**src/rtl/bp_cce_hybrid_mem_cmd_arbiter_pkg.sv**
```systemverilog
// Shared types for the hybrid CCE memory command arbiter: BedRock memory header,
// arbiter FSM states and the credit counter width helper.
package bp_cce_hybrid_mem_cmd_arbiter_pkg;

   localparam int paddr_width_gp     = 40;
   localparam int lce_id_width_gp    = 4;
   localparam int lce_assoc_width_gp = 3;
   localparam int dword_width_gp     = 64;

   typedef enum logic [3:0] {
      e_bedrock_mem_rd    = 4'b0000,
      e_bedrock_mem_wr    = 4'b0001,
      e_bedrock_mem_uc_rd = 4'b0010,
      e_bedrock_mem_uc_wr = 4'b0011
   } bp_bedrock_mem_type_e;

   typedef enum logic [2:0] {
      e_bedrock_msg_size_1  = 3'b000,
      e_bedrock_msg_size_2  = 3'b001,
      e_bedrock_msg_size_4  = 3'b010,
      e_bedrock_msg_size_8  = 3'b011,
      e_bedrock_msg_size_16 = 3'b100,
      e_bedrock_msg_size_32 = 3'b101,
      e_bedrock_msg_size_64 = 3'b110
   } bp_bedrock_msg_size_e;

   typedef struct packed {
      logic [lce_id_width_gp-1:0]    lce_id;
      logic [lce_assoc_width_gp-1:0] way_id;
   } bp_cce_mem_payload_s;

   typedef struct packed {
      bp_cce_mem_payload_s         payload;
      bp_bedrock_msg_size_e        size;
      logic [paddr_width_gp-1:0]   addr;
      bp_bedrock_mem_type_e        msg_type;
   } bp_cce_mem_msg_header_s;

   typedef enum logic [1:0] {
      e_arb_idle   = 2'b00,
      e_arb_pend   = 2'b01,
      e_arb_stream = 2'b10
   } bp_cce_hybrid_mem_arb_state_e;

   function automatic int credit_width(input int credits);
      return $clog2(credits + 1);
   endfunction

endpackage

```
**src/rtl/bp_cce_hybrid_mem_cmd_arbiter_credit_counter.sv**
```systemverilog
// Up/down saturating credit counter that starts full; flags empty (zero) and full.
module bp_cce_hybrid_credit_counter
   import bp_cce_hybrid_mem_cmd_arbiter_pkg::*;
   #(parameter int max_p = 8)
   (input  logic clk_i
   ,input  logic reset_n_i
   ,input  logic up_i
   ,input  logic down_i
   ,output logic zero_o
   ,output logic full_o
   );

   localparam int width_lp = credit_width(max_p);

   logic [width_lp-1:0] count_q, count_d;

   assign zero_o = (count_q == '0);
   assign full_o = (count_q == width_lp'(max_p));

   // Simultaneous up and down cancel; each direction saturates at its bound.
   always_comb begin
      count_d = count_q;
      if (up_i && !down_i && !full_o) begin
         count_d = count_q + width_lp'(1);
      end else if (down_i && !up_i && !zero_o) begin
         count_d = count_q - width_lp'(1);
      end
   end

   always_ff @(posedge clk_i) begin
      if (!reset_n_i) begin
         count_q <= width_lp'(max_p);
      end else begin
         count_q <= count_d;
      end
   end

   overflow_a: assert property (@(posedge clk_i) disable iff (!reset_n_i)
      !(up_i && !down_i && full_o));

endmodule

```
**src/rtl/bp_cce_hybrid_mem_cmd_arbiter.sv**
```systemverilog
// Merges the writeback stream (source 0) and request stream (source 1) onto the
// CCE-MEM command port, issuing a pending-bit increment and spending one credit per command.
module bp_cce_hybrid_mem_cmd_arbiter
   import bp_cce_hybrid_mem_cmd_arbiter_pkg::*;
   #(parameter int mem_data_width_p = dword_width_gp
   ,parameter int mem_credits_p     = 8)
   (input  logic                                     clk_i
   ,input  logic                                     reset_n_i
   ,input  bp_cce_mem_msg_header_s [1:0]             src_header_i
   ,input  logic [1:0][mem_data_width_p-1:0]         src_data_i
   ,input  logic [1:0]                               src_v_i
   ,input  logic [1:0]                               src_last_i
   ,output logic [1:0]                               src_ready_and_o
   ,output bp_cce_mem_msg_header_s                   mem_cmd_header_o
   ,output logic [mem_data_width_p-1:0]              mem_cmd_data_o
   ,output logic                                     mem_cmd_v_o
   ,output logic                                     mem_cmd_last_o
   ,input  logic                                     mem_cmd_ready_and_i
   ,output logic                                     pending_w_v_o
   ,input  logic                                     pending_w_yumi_i
   ,output logic [paddr_width_gp-1:0]                pending_w_addr_o
   ,output logic                                     pending_w_addr_bypass_hash_o
   ,output logic                                     pending_up_o
   ,output logic                                     pending_down_o
   ,output logic                                     pending_clear_o
   ,input  logic                                     mem_credit_return_i
   ,output logic                                     empty_o
   );

   bp_cce_hybrid_mem_arb_state_e state_q, state_d;
   logic grant_q, grant_d;
   logic rr_pri_q, rr_pri_d;
   logic first_q, first_d;
   logic credits_zero, credits_full;
   logic stream_active, beat_hs, credit_down;

   // Gating with reset keeps a beat from completing in the cycle reset is sampled.
   assign stream_active = reset_n_i & (state_q == e_arb_stream);

   assign mem_cmd_header_o = src_header_i[grant_q];
   assign mem_cmd_data_o   = src_data_i[grant_q];
   assign mem_cmd_last_o   = src_last_i[grant_q];
   assign mem_cmd_v_o      = stream_active & src_v_i[grant_q];
   assign beat_hs          = mem_cmd_v_o & mem_cmd_ready_and_i;
   assign credit_down      = beat_hs & first_q;

   always_comb begin
      src_ready_and_o          = '0;
      src_ready_and_o[grant_q] = stream_active & mem_cmd_ready_and_i;
   end

   assign pending_w_v_o                = reset_n_i & (state_q == e_arb_pend);
   assign pending_w_addr_o             = src_header_i[grant_q].addr;
   assign pending_w_addr_bypass_hash_o = 1'b0;
   assign pending_up_o                 = 1'b1;
   assign pending_down_o               = 1'b0;
   assign pending_clear_o              = 1'b0;

   assign empty_o = (state_q == e_arb_idle) & ~|src_v_i & credits_full;

   // The granted source stays locked until its last beat handshakes.
   always_comb begin
      state_d  = state_q;
      grant_d  = grant_q;
      rr_pri_d = rr_pri_q;
      first_d  = first_q;
      case (state_q)
         e_arb_idle: begin
            if (!credits_zero && |src_v_i) begin
               grant_d = (&src_v_i) ? rr_pri_q : src_v_i[1];
               state_d = e_arb_pend;
            end
         end
         e_arb_pend: begin
            if (pending_w_yumi_i) begin
               first_d = 1'b1;
               state_d = e_arb_stream;
            end
         end
         e_arb_stream: begin
            if (beat_hs) begin
               first_d = 1'b0;
               if (mem_cmd_last_o) begin
                  rr_pri_d = ~grant_q;
                  state_d  = e_arb_idle;
               end
            end
         end
         default: state_d = e_arb_idle;
      endcase
   end

   always_ff @(posedge clk_i) begin
      if (!reset_n_i) begin
         state_q  <= e_arb_idle;
         grant_q  <= 1'b0;
         rr_pri_q <= 1'b0;
         first_q  <= 1'b1;
      end else begin
         state_q  <= state_d;
         grant_q  <= grant_d;
         rr_pri_q <= rr_pri_d;
         first_q  <= first_d;
      end
   end

   bp_cce_hybrid_credit_counter
      #(.max_p(mem_credits_p))
      credit_counter
      (.clk_i     (clk_i)
      ,.reset_n_i (reset_n_i)
      ,.up_i      (mem_credit_return_i)
      ,.down_i    (credit_down)
      ,.zero_o    (credits_zero)
      ,.full_o    (credits_full)
      );

endmodule

```
**config.mk**
```make
export PLATFORM = sky130hd
export DESIGN_NAME = bp_cce_hybrid_mem_cmd_arbiter
export DESIGN_NICKNAME = d
export VERILOG_FILES = /design/src/rtl/bp_cce_hybrid_mem_cmd_arbiter_pkg.sv /design/src/rtl/bp_cce_hybrid_mem_cmd_arbiter_credit_counter.sv /design/src/rtl/bp_cce_hybrid_mem_cmd_arbiter.sv
export SDC_FILE = /design/constraint.sdc
export NUM_CORES = 1
export LEC_CHECK = 0
export BUFFER_PORTS_ARGS = -buffer_cell sky130_fd_sc_hd__buf_2
export CAP_MARGIN = 30
export CORE_AREA = 3 3 160 162
export CTS_BUF_LIST = sky130_fd_sc_hd__clkbuf_16
export CTS_CLUSTER_DIAMETER = 30
export DETAILED_ROUTE_END_ITERATION = 16
export DIE_AREA = 0 0 163 165
export PLACE_DENSITY = 0.34
export SETUP_SLACK_MARGIN = 0.05
export SYNTH_ARGS = -nofsm -noshare
export SYNTH_HDL_FRONTEND = slang
export SYNTH_SLANG_ARGS = --single-unit
export TNS_END_PERCENT = 1
```
**constraint.sdc**
```tcl
create_clock -name clk_i -period 2.3 [get_ports clk_i]
set_input_delay 0.115 -clock clk_i [delete_from_list [all_inputs] [get_ports clk_i]]
set_output_delay 0.115 -clock clk_i [all_outputs]
set_load 0.02 [all_outputs]
```
### After elaboration in Yosys (flattened, before gate mapping)

Index checks and enable logic that the tools add are counted.

* add/sub/neg operators: 2
* equal/unequal tests: 7
* order comparisons: 2
* bitwise gates (word level): 10
* reductions and logical operators: 21
* mux-type cells: 21

Operators by type and width (number)
* 64-bit 2-to-1 mux: 2
* 54-bit 2-to-1 mux: 2
* 1-bit bitwise AND: 8
* 1-bit 2-to-1 mux: 8
* 2-bit 2-to-1 mux: 4
* 4-bit 2-to-1 mux: 2
* 1-bit logical AND: 6
* 2-bit inequality test, second input constant: 3
* 2-bit one-hot mux with 3 select lines: 1
* 3-bit AND reduction: 2
* 1-bit zero test: 5
* 4-bit by 1-bit adder with 4-bit output, second input constant: 1
* 4-bit == test, second input constant: 1
* 4-bit zero test: 1
* 2-bit AND reduction: 2
* 4-bit AND reduction: 1
* 2-bit nonzero test: 2
* 4-bit by 1-bit subtractor with 4-bit output, second input constant: 1
* 2-bit bitwise AND: 1
* 2-bit by 1-bit == test with 1-bit output, second input constant: 1
* 2-bit == test, second input constant: 1
* 2-bit zero test: 1
* 1-bit by 2-bit less-than comparator with 1-bit output, second input constant: 1
* 2-bit by 1-bit inequality test with 1-bit output, second input constant: 1
* other kinds (5): 5

* output and inout bits: 168
* bits in registers: 9
* logic and storage cells: 68

### Longest topological paths before layout

Gate-level depths: netlist of run 1.

* word-level depth: 9
* gate-level depth with buffers: 9
* gate-level depth less buffers: 8

### Modules after synthesis

A second synthesis of run 1 with hierarchy kept.

* cell total of the unflattened synthesis: 246
* area, all modules: 2378.5 µm²

Modules (own cells, without submodules)
* bp_cce_hybrid_mem_cmd_arbiter: area each 2077.0 µm², cells an instance 215, instances 1
* bp_cce_hybrid_credit_counter: area each 301.5 µm², cells an instance 31, instances 1

### Least setup slack after synthesis of run 1

No wires, ideal clock.

* path kind: register to register
* from: register grant_q
* to: register credit_counter.count_q[3]
* data required time: 2.178 ns
* setup time: 0.122 ns
* cell stages (with the launch flop): 10
* arrival time: 2.001 ns
* path slack: 0.177 ns
* clock period less this slack: 2.123 ns
* cell sequence: dfxtp_1 buf_2 mux2_4 nand3_2 nand2_1 ha_1 a21oi_1 nand2_1 and2_1 o32a_1

* word-level cells in the longest chain between the ends: 9
* elaborated cells on any way between the ends: 12
* those cells by class: 3 x mux; 3 x bitwise; 6 x reduce/logical

Ends and longest elaborated chain
* from (decl): RTL line bp_cce_hybrid_mem_cmd_arbiter.sv:31 `logic grant_q, grant_d;`
* from (signal assigned): RTL line bp_cce_hybrid_mem_cmd_arbiter.sv:101 `grant_q <= grant_d;`
* 1-bit 2-to-1 mux (not written as such) * (2 in a row): RTL line bp_cce_hybrid_mem_cmd_arbiter.sv:43 `assign mem_cmd_v_o = stream_active & src_v_i[grant_q];`
* 1-bit bitwise AND *: RTL line bp_cce_hybrid_mem_cmd_arbiter.sv:43
* 1-bit bitwise AND *: RTL line bp_cce_hybrid_mem_cmd_arbiter.sv:44 `assign beat_hs = mem_cmd_v_o & mem_cmd_ready_and_i;`
* 1-bit bitwise AND *: RTL line bp_cce_hybrid_mem_cmd_arbiter.sv:45 `assign credit_down = beat_hs & first_q;`
* 1-bit zero test: RTL line bp_cce_hybrid_mem_cmd_arbiter_credit_counter.sv:23 `if (up_i && !down_i && !full_o) begin`
* 1-bit logical AND (2 in a row): RTL line bp_cce_hybrid_mem_cmd_arbiter_credit_counter.sv:23
* 4-bit 2-to-1 mux or 2-bit nonzero test (tied branches)
* to (signal assigned): RTL line bp_cce_hybrid_mem_cmd_arbiter_credit_counter.sv:32 `count_q <= width_lp'(max_p);`
* to (signal assigned): RTL line bp_cce_hybrid_mem_cmd_arbiter_credit_counter.sv:34 `count_q <= count_d;`
* to (decl): RTL line bp_cce_hybrid_mem_cmd_arbiter_credit_counter.sv:15 `logic [width_lp-1:0] count_q, count_d;`

Every way passes the cells marked *; elsewhere a longest branch is shown, timed or not. The select of a mux whose other input is x is not followed.
A chain may end at the register's enable or synchronous reset.

### Worst setup path after layout of run 1

Same ends and word-level chain as after synthesis.

==> results of run 1 <==
==> registers in the layout, summed over array words and instances, names as in the netlist <==
signal	flops
credit_counter.count_q	4
state_q	2
first_q	1
grant_q	1
rr_pri_q	1
==> logic make-up (layout without fill, tap and decap cells) <==
group | after synthesis | in the layout | synth area share (%)
AOI/OAI and AO/OA | 12 | 12 | 3.61
xor gates and xnor gates | 1 | 1 | 0.372
adders and majority gates | 3 | 3 | 1.91
buffers and inverters | 63 | 420 | 18.0
DFF | 9 | 9 | 7.65
muxes | 124 | 124 | 59.4
other | 2 | 5 | 0.319
and+or+nand+nor | 37 | 37 | 8.77
==> final timing paths <==
path,from,endpoint,slack (ns),cells after the start
worst max-delay path,grant_q,credit_counter.count_q[3],0.19,8
worst min-delay path,pending_w_yumi_i,first_q,0.21,3
worst max register to register,grant_q,credit_counter.count_q[3],0.19,8
worst min register to register,first_q,first_q,0.52,2
==> through the flow <==
step | total power [mW] | cell area [um2]
floorplan | 1.34 | 2360
global placement | 1.89 | 4450
detailed placement | 1.87 | 4450
CTS | 2.19 | 4530
global route | 2.35 | 4550
finish | 2.19 | 4550
==> Yosys cell counts (2+ instances only) <==
master	count	area, um2
sky130_fd_sc_hd__nand2b_1	2	12.5
sky130_fd_sc_hd__a21oi_1	3	15.0
sky130_fd_sc_hd__o21ai_0	2	10.0
sky130_fd_sc_hd__nand3_1	2	10.0
sky130_fd_sc_hd__buf_4	45	338
sky130_fd_sc_hd__nand2_1	11	41.3
sky130_fd_sc_hd__nor2b_1	2	12.5
sky130_fd_sc_hd__dfxtp_1	9	180
sky130_fd_sc_hd__a21boi_0	2	15.0
sky130_fd_sc_hd__ha_1	2	25.0
sky130_fd_sc_hd__conb_1	2	7.51
sky130_fd_sc_hd__mux2i_1	3	30.0
sky130_fd_sc_hd__or2b_1	2	15.0
sky130_fd_sc_hd__and3_1	2	12.5
sky130_fd_sc_hd__inv_1	3	11.3
sky130_fd_sc_hd__nor2_1	3	11.3
sky130_fd_sc_hd__buf_2	14	70.1
sky130_fd_sc_hd__mux2_2	119	1340
sky130_fd_sc_hd__nor3_1	2	10.0
sky130_fd_sc_hd__and2_1	3	18.8
==> worst reg2reg max path, delay by kind of cell, from the launching register on <==
kind,cells,cell delay (ns)
compound gates,2,0.49
simple gates,4,0.52
flops,1,0.36
mux,1,0.34
fa+ha+maj,1,0.29
==> layer usage <==
layer / vias up / part of all wire (%)
met5: - / 0.089
met4: 2 / 0
met3: 2 / 5.7
met2: 163 / 51
met1: 1394 / 43
li1: 1570 / -
==> area by class of cell <==
class / instances / area [um2]
Antenna cell: 1 / 2.50
Clock buffer: 3 / 75.1
Clock inverter: 1 / 3.75
Fill cell: 2764 / 19700
Inverter: 3 / 11.3
Multi-Input combinational cell: 181 / 1780
Sequential cell: 9 / 184
Tap cell: 324 / 405
Timing Repair Buffer: 413 / 2090
==> power groups by stage <==
stage / Combinational (mW) / Sequential (mW) / Clock [mW]
CTS: 1.66 / 0.219 / 0.315
global placement: 1.67 / 0.221 / 0
finish: 1.66 / 0.221 / 0.307
global route: 1.80 / 0.229 / 0.323
floorplan: 1.12 / 0.214 / 0
detailed placement: 1.65 / 0.221 / 0
==> timing repair <==
action                                  in CTS  in global routing
resized for setup                            0                  2
endpoints found under the setup margin       0                  1
setup buffers                                0                  0
==> Flow_metrics.wiki, run 1 <==
{| class="wikitable"
! Metric !! Value
|-
| Areal power density over the cells || 481 nW/um2
|-
| CP Class || reg2reg
|-
| Detail-routed net length per standard cell || 15.6 um
|-
| Area overhead of the layout relative to synthesis || 93.2%
|-
| GRT busiest layer || met2
|-
| Worst setup SP type || register
|-
| Met3 Usage GRT || 1.00%
|-
| Global placer's final weighted congestion || 0.770
|-
| Worst setup skew after layout || 0.00330 ns
|-
| Number of DRC markers in iteration 0 || 77
|-
| Wire length of the first global-routing pass || 18700 um
|-
| Pre-CTS WS || 0.142 ns
|-
| Synth Cell Area || 2350 um2
|-
| Proportion of layout cells with a drive suffix above 1 || 89.0%
|-
| Initial core utilization || 9.71%
|-
| Family with the most delay on the worst path || simple AND/OR/NAND/NOR gates
|-
| Worst Max-Slew Pin Slew || 0.805 ns
|-
| Count of yosys warnings during synthesis || 0
|-
| Net count, final || 859
|-
| Clock sink count || 9
|-
| Class of the tightest hold or removal check || in2reg
|-
| Total count of max-transition violations in the final report || 0
|-
| Number of buffers inserted by hold repair at cts || 0
|-
| Met1 track demand over resource || 12.3%
|-
| Antenna-violating nets left || 0
|-
| Router iterations before antenna repair || 4
|-
| Hold Fails Final Rpt || 0
|-
| Final worst path period share || 91.8%
|-
| Worst skew pair latency || 0.24 ns
|-
| Floorplan die area || 26900 um2
|-
| Outcome || complete, no violations
|-
| Tightest hold margin || 0.207 ns
|-
| Maximum vdd drop || 338 uV
|-
| Detail Placement HPWL || 13100 um
|-
| Worst-case headroom to the max-slew limit || 46.4%
|-
| Die height || 165 um
|-
| Share of power burned in combinational logic || 75.8%
|-
| Data required time of the worst path || 2.42 ns
|-
| Fraction of power spent switching nets || 47.6%
|-
| Setup TNS || 0 ns
|-
| Total detailed-routing wirelength || 14600 um
|-
| Number of instances in the synthesized netlist || 251
|-
| Count of different cell masters after synthesis || 38
|-
| DR vias || 3131
|-
| Via count of the first global-routing pass || 3036
|-
| Internal Power || 1.14 mW
|-
| Root buffer cell || sky130_fd_sc_hd__clkbuf_16
|-
| Fraction of power consumed by the clock network || 14.0%
|-
| Clock transition at path regs || 0.04 ns
|-
| Most frequent standard cell in the layout excluding fill and tap cells || sky130_fd_sc_hd__buf_2
|-
| Final standard cell count with taps included and fillers excluded || 935
|-
| Dominant register cell in the synthesized netlist || sky130_fd_sc_hd__dfxtp_1
|-
| Synthesized flop and latch total || 9
|-
| Data arrival, critical path || 2.23 ns
|-
| Remaining routing DRC violations || 0
|-
| Fin crit period || 2.11 ns
|-
| Critical path cell sequence || mux2_4, nand3_2, nand2_1, ha_4, a21oi_1, nand2_1, and2_1, o32a_1
|-
| Max stage delay cell, worst path || sky130_fd_sc_hd__dfxtp_4
|-
| Post-Synthesis Mean Instance Area || 9.38 um2
|-
| Top fanout value on the critical path || 6
|-
| Number of buffer cells added on primary ports || 408
|-
| Buffers & Inverters on Critical Path || 0
|-
| CTS Buf Count || 3
|-
| Overall global routing resource usage || 9.08%
|-
| Critical path capture point type || register
|-
| Util after Layout || 18.8%
|-
| Antenna violations before repair || 2
|-
| Maximum number of pins on one net before global-route repair || 124
|-
| # setup viols final || 0
|-
| Setup repair after global routing missed its margin || no
|-
| Fmax || 474 MHz
|-
| Number of standard-cell rows in the floorplan || 57
|-
| Instance count after placement with tap cells included || 930
|-
| Count of H-tree levels built during CTS || 1
|-
| Synth async-reset ratio || 0%
|-
| Detail-routed via count per cell || 3.35
|-
| Share of the yosys chip area belonging to registers || 7.65%
|-
| Sequential fraction of design power || 10.1%
|-
| CTS tree || yes
|-
| MaxCap Viol Count || 0
|-
| Worst-case clock buffer depth || 2
|-
| Top library cells by usage in the layout, fill and taps aside || sky130_fd_sc_hd__buf_2, sky130_fd_sc_hd__mux2_2, sky130_fd_sc_hd__nand2_1, sky130_fd_sc_hd__dfxtp_1
|-
| Number of flops mapped to enable cells by yosys || 0
|-
| Ports || 413
|-
| Switching power || 1.04 mW
|-
| Total gr overflow || 0
|-
| Core Region || 24200 um2
|-
| Most used cell, CP || sky130_fd_sc_hd__nand2_1
|-
| Leakage power of the design || 2.39 nW
|-
| Slack of the critical path || 0.189 ns
|-
| Met2 track utilization from global routing || 16.0%
|-
| DIE WIDTH || 163 um
|-
| Maximum cell stage delay along the critical path || 0.36 ns
|}
Power figures use the tool's default switching activity.
==> inputs of run 2 (changes only) <==
Settings changed: CORE_AREA 3 3 160 162 to 3 3 161 163, DIE_AREA 0 0 163 165 to 0 0 164 166, SYNTH_HIERARCHICAL set to 1.
==> Flow_metrics.wiki, run 2 <==
{| class="wikitable"
! Metric !! Value
|-
| Number of standard-cell rows in the floorplan || 57
|-
| Synth Cell Area || 2380 um2
|-
| Crit Reg-Reg Endpoint || credit_counter/count_q[3]
|-
| Worst setup SP type || register
|-
| MaxCap Viol Count || 0
|-
| Antenna violations before repair || 1
|-
| Data arrival, critical path || 2.32 ns
|-
| Top Registers || credit_counter/count_q x4, state_q x2
|-
| Count of H-tree levels built during CTS || 1
|-
| Number of DRC markers in iteration 0 || 86
|-
| Number of instances in the synthesized netlist || 246
|-
| Critical path capture point type || register
|-
| Synth top area share || 50.7%
|-
| Flop2flop setup slack || 0.16 ns
|-
| Maximum number of pins on one net before global-route repair || 123
|-
| Post-Synthesis Mean Instance Area || 9.67 um2
|-
| CTS Buf Count || 3
|-
| Number of flops mapped to enable cells by yosys || 0
|-
| Leading cell types by total area after synthesis || sky130_fd_sc_hd__mux2_2, sky130_fd_sc_hd__buf_4, sky130_fd_sc_hd__dfxtp_1
|-
| Launch point of the worst hold path || reset_n_i
|-
| Fraction of power consumed by the clock network || 13.8%
|-
| Worst Max-Slew Pin Slew || 0.800 ns
|-
| Proportion of layout cells with a drive suffix above 1 || 88.4%
|-
| Compound-cell area share of the yosys netlist || 4.63%
|-
| WHS Path Cells || 3
|-
| Worst R2R Path Depth || 9
|-
| Post-synthesis mux area share || 57.4%
|-
| Sequential fraction of design power || 11.2%
|-
| Leakage power of the design || 2.39 nW
|-
| Class of the tightest hold or removal check || in2reg
|-
| Synthesized flop and latch total || 9
|-
| Detail-routed net length per standard cell || 15.0 um
|-
| Total detailed-routing wirelength || 14000 um
|-
| Detail Placement HPWL || 12600 um
|-
| Floorplan die area || 27200 um2
|-
| Max FFs per register || 4
|-
| Die height || 166 um
|-
| Number of buffer cells added on primary ports || 408
|-
| Detail-routed via count per cell || 3.40
|-
| Total count of max-transition violations in the final report || 0
|-
| Data required time of the worst path || 2.48 ns
|-
| Largest family of logic cells by synthesized area || multiplexers
|-
| Critical register-to-register path startpoint || grant_q
|-
| Most frequent standard cell in the layout excluding fill and tap cells || sky130_fd_sc_hd__buf_2
|-
| Outcome || complete, no violations
|-
| Largest reg by FF count || credit_counter/count_q
|-
| Initial core utilization || 9.72%
|-
| Post-synthesis cell type with the largest combined area || sky130_fd_sc_hd__mux2_2
|-
| Fmax || 468 MHz
|-
| Worst skew pair latency || 0.23 ns
|-
| Dominant register cell in the synthesized netlist || sky130_fd_sc_hd__dfxtp_1
|-
| Count of yosys warnings during synthesis || 6
|-
| Synth async-reset ratio || 0%
|-
| Root buffer cell || sky130_fd_sc_hd__clkbuf_16
|-
| Via count of the first global-routing pass || 3184
|-
| Count of different cell masters after synthesis || 36
|-
| Core Region || 24500 um2
|-
| Library cell with the highest instance count after synthesis || sky130_fd_sc_hd__mux2_2
|-
| Switching power || 1.05 mW
|-
| Post-Synth XOR/XNOR Area || 1.47%
|-
| Post-CTS setup-driven buffer insertion count || 0
|-
| Clock transition at path regs || 0.04 ns
|-
| CP Class || reg2reg
|-
| Total gr overflow || 0
|-
| Ports || 413
|-
| Global placer's final weighted congestion || 0.826
|-
| Top library cells by usage in the layout, fill and taps aside || sky130_fd_sc_hd__buf_2, sky130_fd_sc_hd__mux2_2, sky130_fd_sc_hd__mux2_1, sky130_fd_sc_hd__nor2_1, sky130_fd_sc_hd__dfxtp_1
|-
| Net count, final || 859
|-
| Top fanout value on the critical path || 3
|-
| Worst-case clock buffer depth || 2
|-
| Setup TNS || 0 ns
|-
| Fin crit period || 2.14 ns
|-
| Area overhead of the layout relative to synthesis || 93.7%
|-
| Share of the yosys chip area belonging to registers || 7.57%
|-
| Fraction of power spent switching nets || 46.9%
|-
| Antenna-violating nets left || 0
|-
| Overall global routing resource usage || 9.11%
|-
| Remaining routing DRC violations || 0
|-
| Wire length of the first global-routing pass || 19500 um
|-
| DR vias || 3183
|-
| Worst-case headroom to the max-slew limit || 46.7%
|-
| Share of power burned in combinational logic || 75.0%
|-
| # setup viols final || 0
|-
| Setup repair after global routing missed its margin || no
|-
| Maximum vdd drop || 243 uV
|-
| Internal Power || 1.19 mW
|-
| Final-layout fill cell count || 2802
|-
| Synth Area in Simple Gates || 9.21%
|-
| Areal power density over the cells || 487 nW/um2
|-
| End of the worst hold path || credit_counter/count_q[3]
|-
| DIE WIDTH || 164 um
|-
| Clock sink count || 9
|-
| Worst setup skew after layout || 0.000619 ns
|-
| Synth cell count leaders || sky130_fd_sc_hd__mux2_2, sky130_fd_sc_hd__buf_4, sky130_fd_sc_hd__buf_2
|-
| Util after Layout || 18.8%
|-
| Final worst path period share || 93.0%
|-
| Adder-cell area share of the yosys netlist || 1.89%
|-
| CTS tree || yes
|-
| Router iterations before antenna repair || 4
|-
| Hold Fails Final Rpt || 0
|}
run 2: metal layers:
| metal | GRT usage (%) | share of wire (%) | routed length [um] | vias to the layer above |
|---|---|---|---|---|
| li1 | - | - | - | 1566 |
| met1 | 10.2 | 38 | 5380 | 1445 |
| met2 | 18.3 | 54 | 7560 | 168 |
| met3 | 1.40 | 7.6 | 1070 | 4 |
| met4 | 0.919 | 0.26 | 36 | 0 |
| met5 | 0 | 0 | 0 | - |
run 2: final cells by class:
cell class / instances / area [um2] / share of cell area (%)
inverters: 2 / 7.51 / 0.163
clock inverters: 1 / 3.75 / 0.0815
flip-flops and latches: 9 / 184 / 3.99
diodes: 1 / 2.50 / 0.0543
repair buffers: 416 / 2110 / 45.9
well taps: 324 / 405 / 8.80
multi-input cells: 179 / 1810 / 39.4
clock buffers: 3 / 75.1 / 1.63
run 2: cell families (layout without fill, tap and decap cells):
family                     Yosys count  after routing
AOI/OAI and AO/OA                   13             13
xor gates and xnor gates             4              4
adders and majority gates            3              3
buffers and inverters               60            422
DFF                                  9              9
muxes                              120            120
other                                2              5
and+or+nand+nor                     35             35
run 2: worst max-delay path by stage:
stage	start	endpoint	slack, ns	cells after the start
floorplan	grant_q	credit_counter/count_q[3]	0.06	10
global placement	grant_q	credit_counter/count_q[3]	0.13	9
detailed placement	grant_q	credit_counter/count_q[3]	0.12	9
CTS	grant_q	credit_counter/count_q[3]	0.11	9
global route	grant_q	credit_counter/count_q[3]	0.07	9
finish	grant_q	credit_counter/count_q[3]	0.16	9
run 2: power groups by stage:
stage          combinational (mW)  sequential (mW)  clock (mW)
5_1_grt                      1.83            0.260       0.324
3_3_place_gp                 1.70            0.256           0
3_5_place_dp                 1.68            0.256           0
6_report                     1.68            0.252       0.309
2_1_floorplan                1.18            0.250           0
4_1_cts                      1.69            0.253       0.314
run 2: critical path: stages, from the launching register on:
cell                       delay (ns)
sky130_fd_sc_hd__dfxtp_4         0.37
sky130_fd_sc_hd__mux2i_4         0.24
sky130_fd_sc_hd__nor3b_2         0.08
sky130_fd_sc_hd__nand2b_4        0.15
sky130_fd_sc_hd__or2_1           0.25
sky130_fd_sc_hd__ha_1            0.27
sky130_fd_sc_hd__a21o_2          0.21
sky130_fd_sc_hd__a21oi_2         0.14
sky130_fd_sc_hd__mux4_2          0.29
sky130_fd_sc_hd__nand2_1         0.07
run 2: metrics by stage:
| stage | hold WS [ns] | power, mW | std cells | worst slack [ns] | instance area (um2) |
|---|---|---|---|---|---|
| after floorplan | 0.177 | 1.43 | 248 | 0.0615 | 2390 |
| after global placement | 0.463 | 1.95 | 930 | 0.130 | 4510 |
| after detailed placement | 0.473 | 1.94 | 930 | 0.119 | 4510 |
| after CTS | 0.267 | 2.26 | 934 | 0.106 | 4590 |
| after global routing | 0.281 | 2.41 | 935 | 0.0663 | 4610 |
| final | 0.264 | 2.24 | 935 | 0.161 | 4610 |
run 2: repair_timing:
| action | in CTS | in global routing |
|---|---|---|
| resized for setup | 0 | 3 |
| setup endpoints to repair | 0 | 1 |
| hold buffers | 0 | 0 |
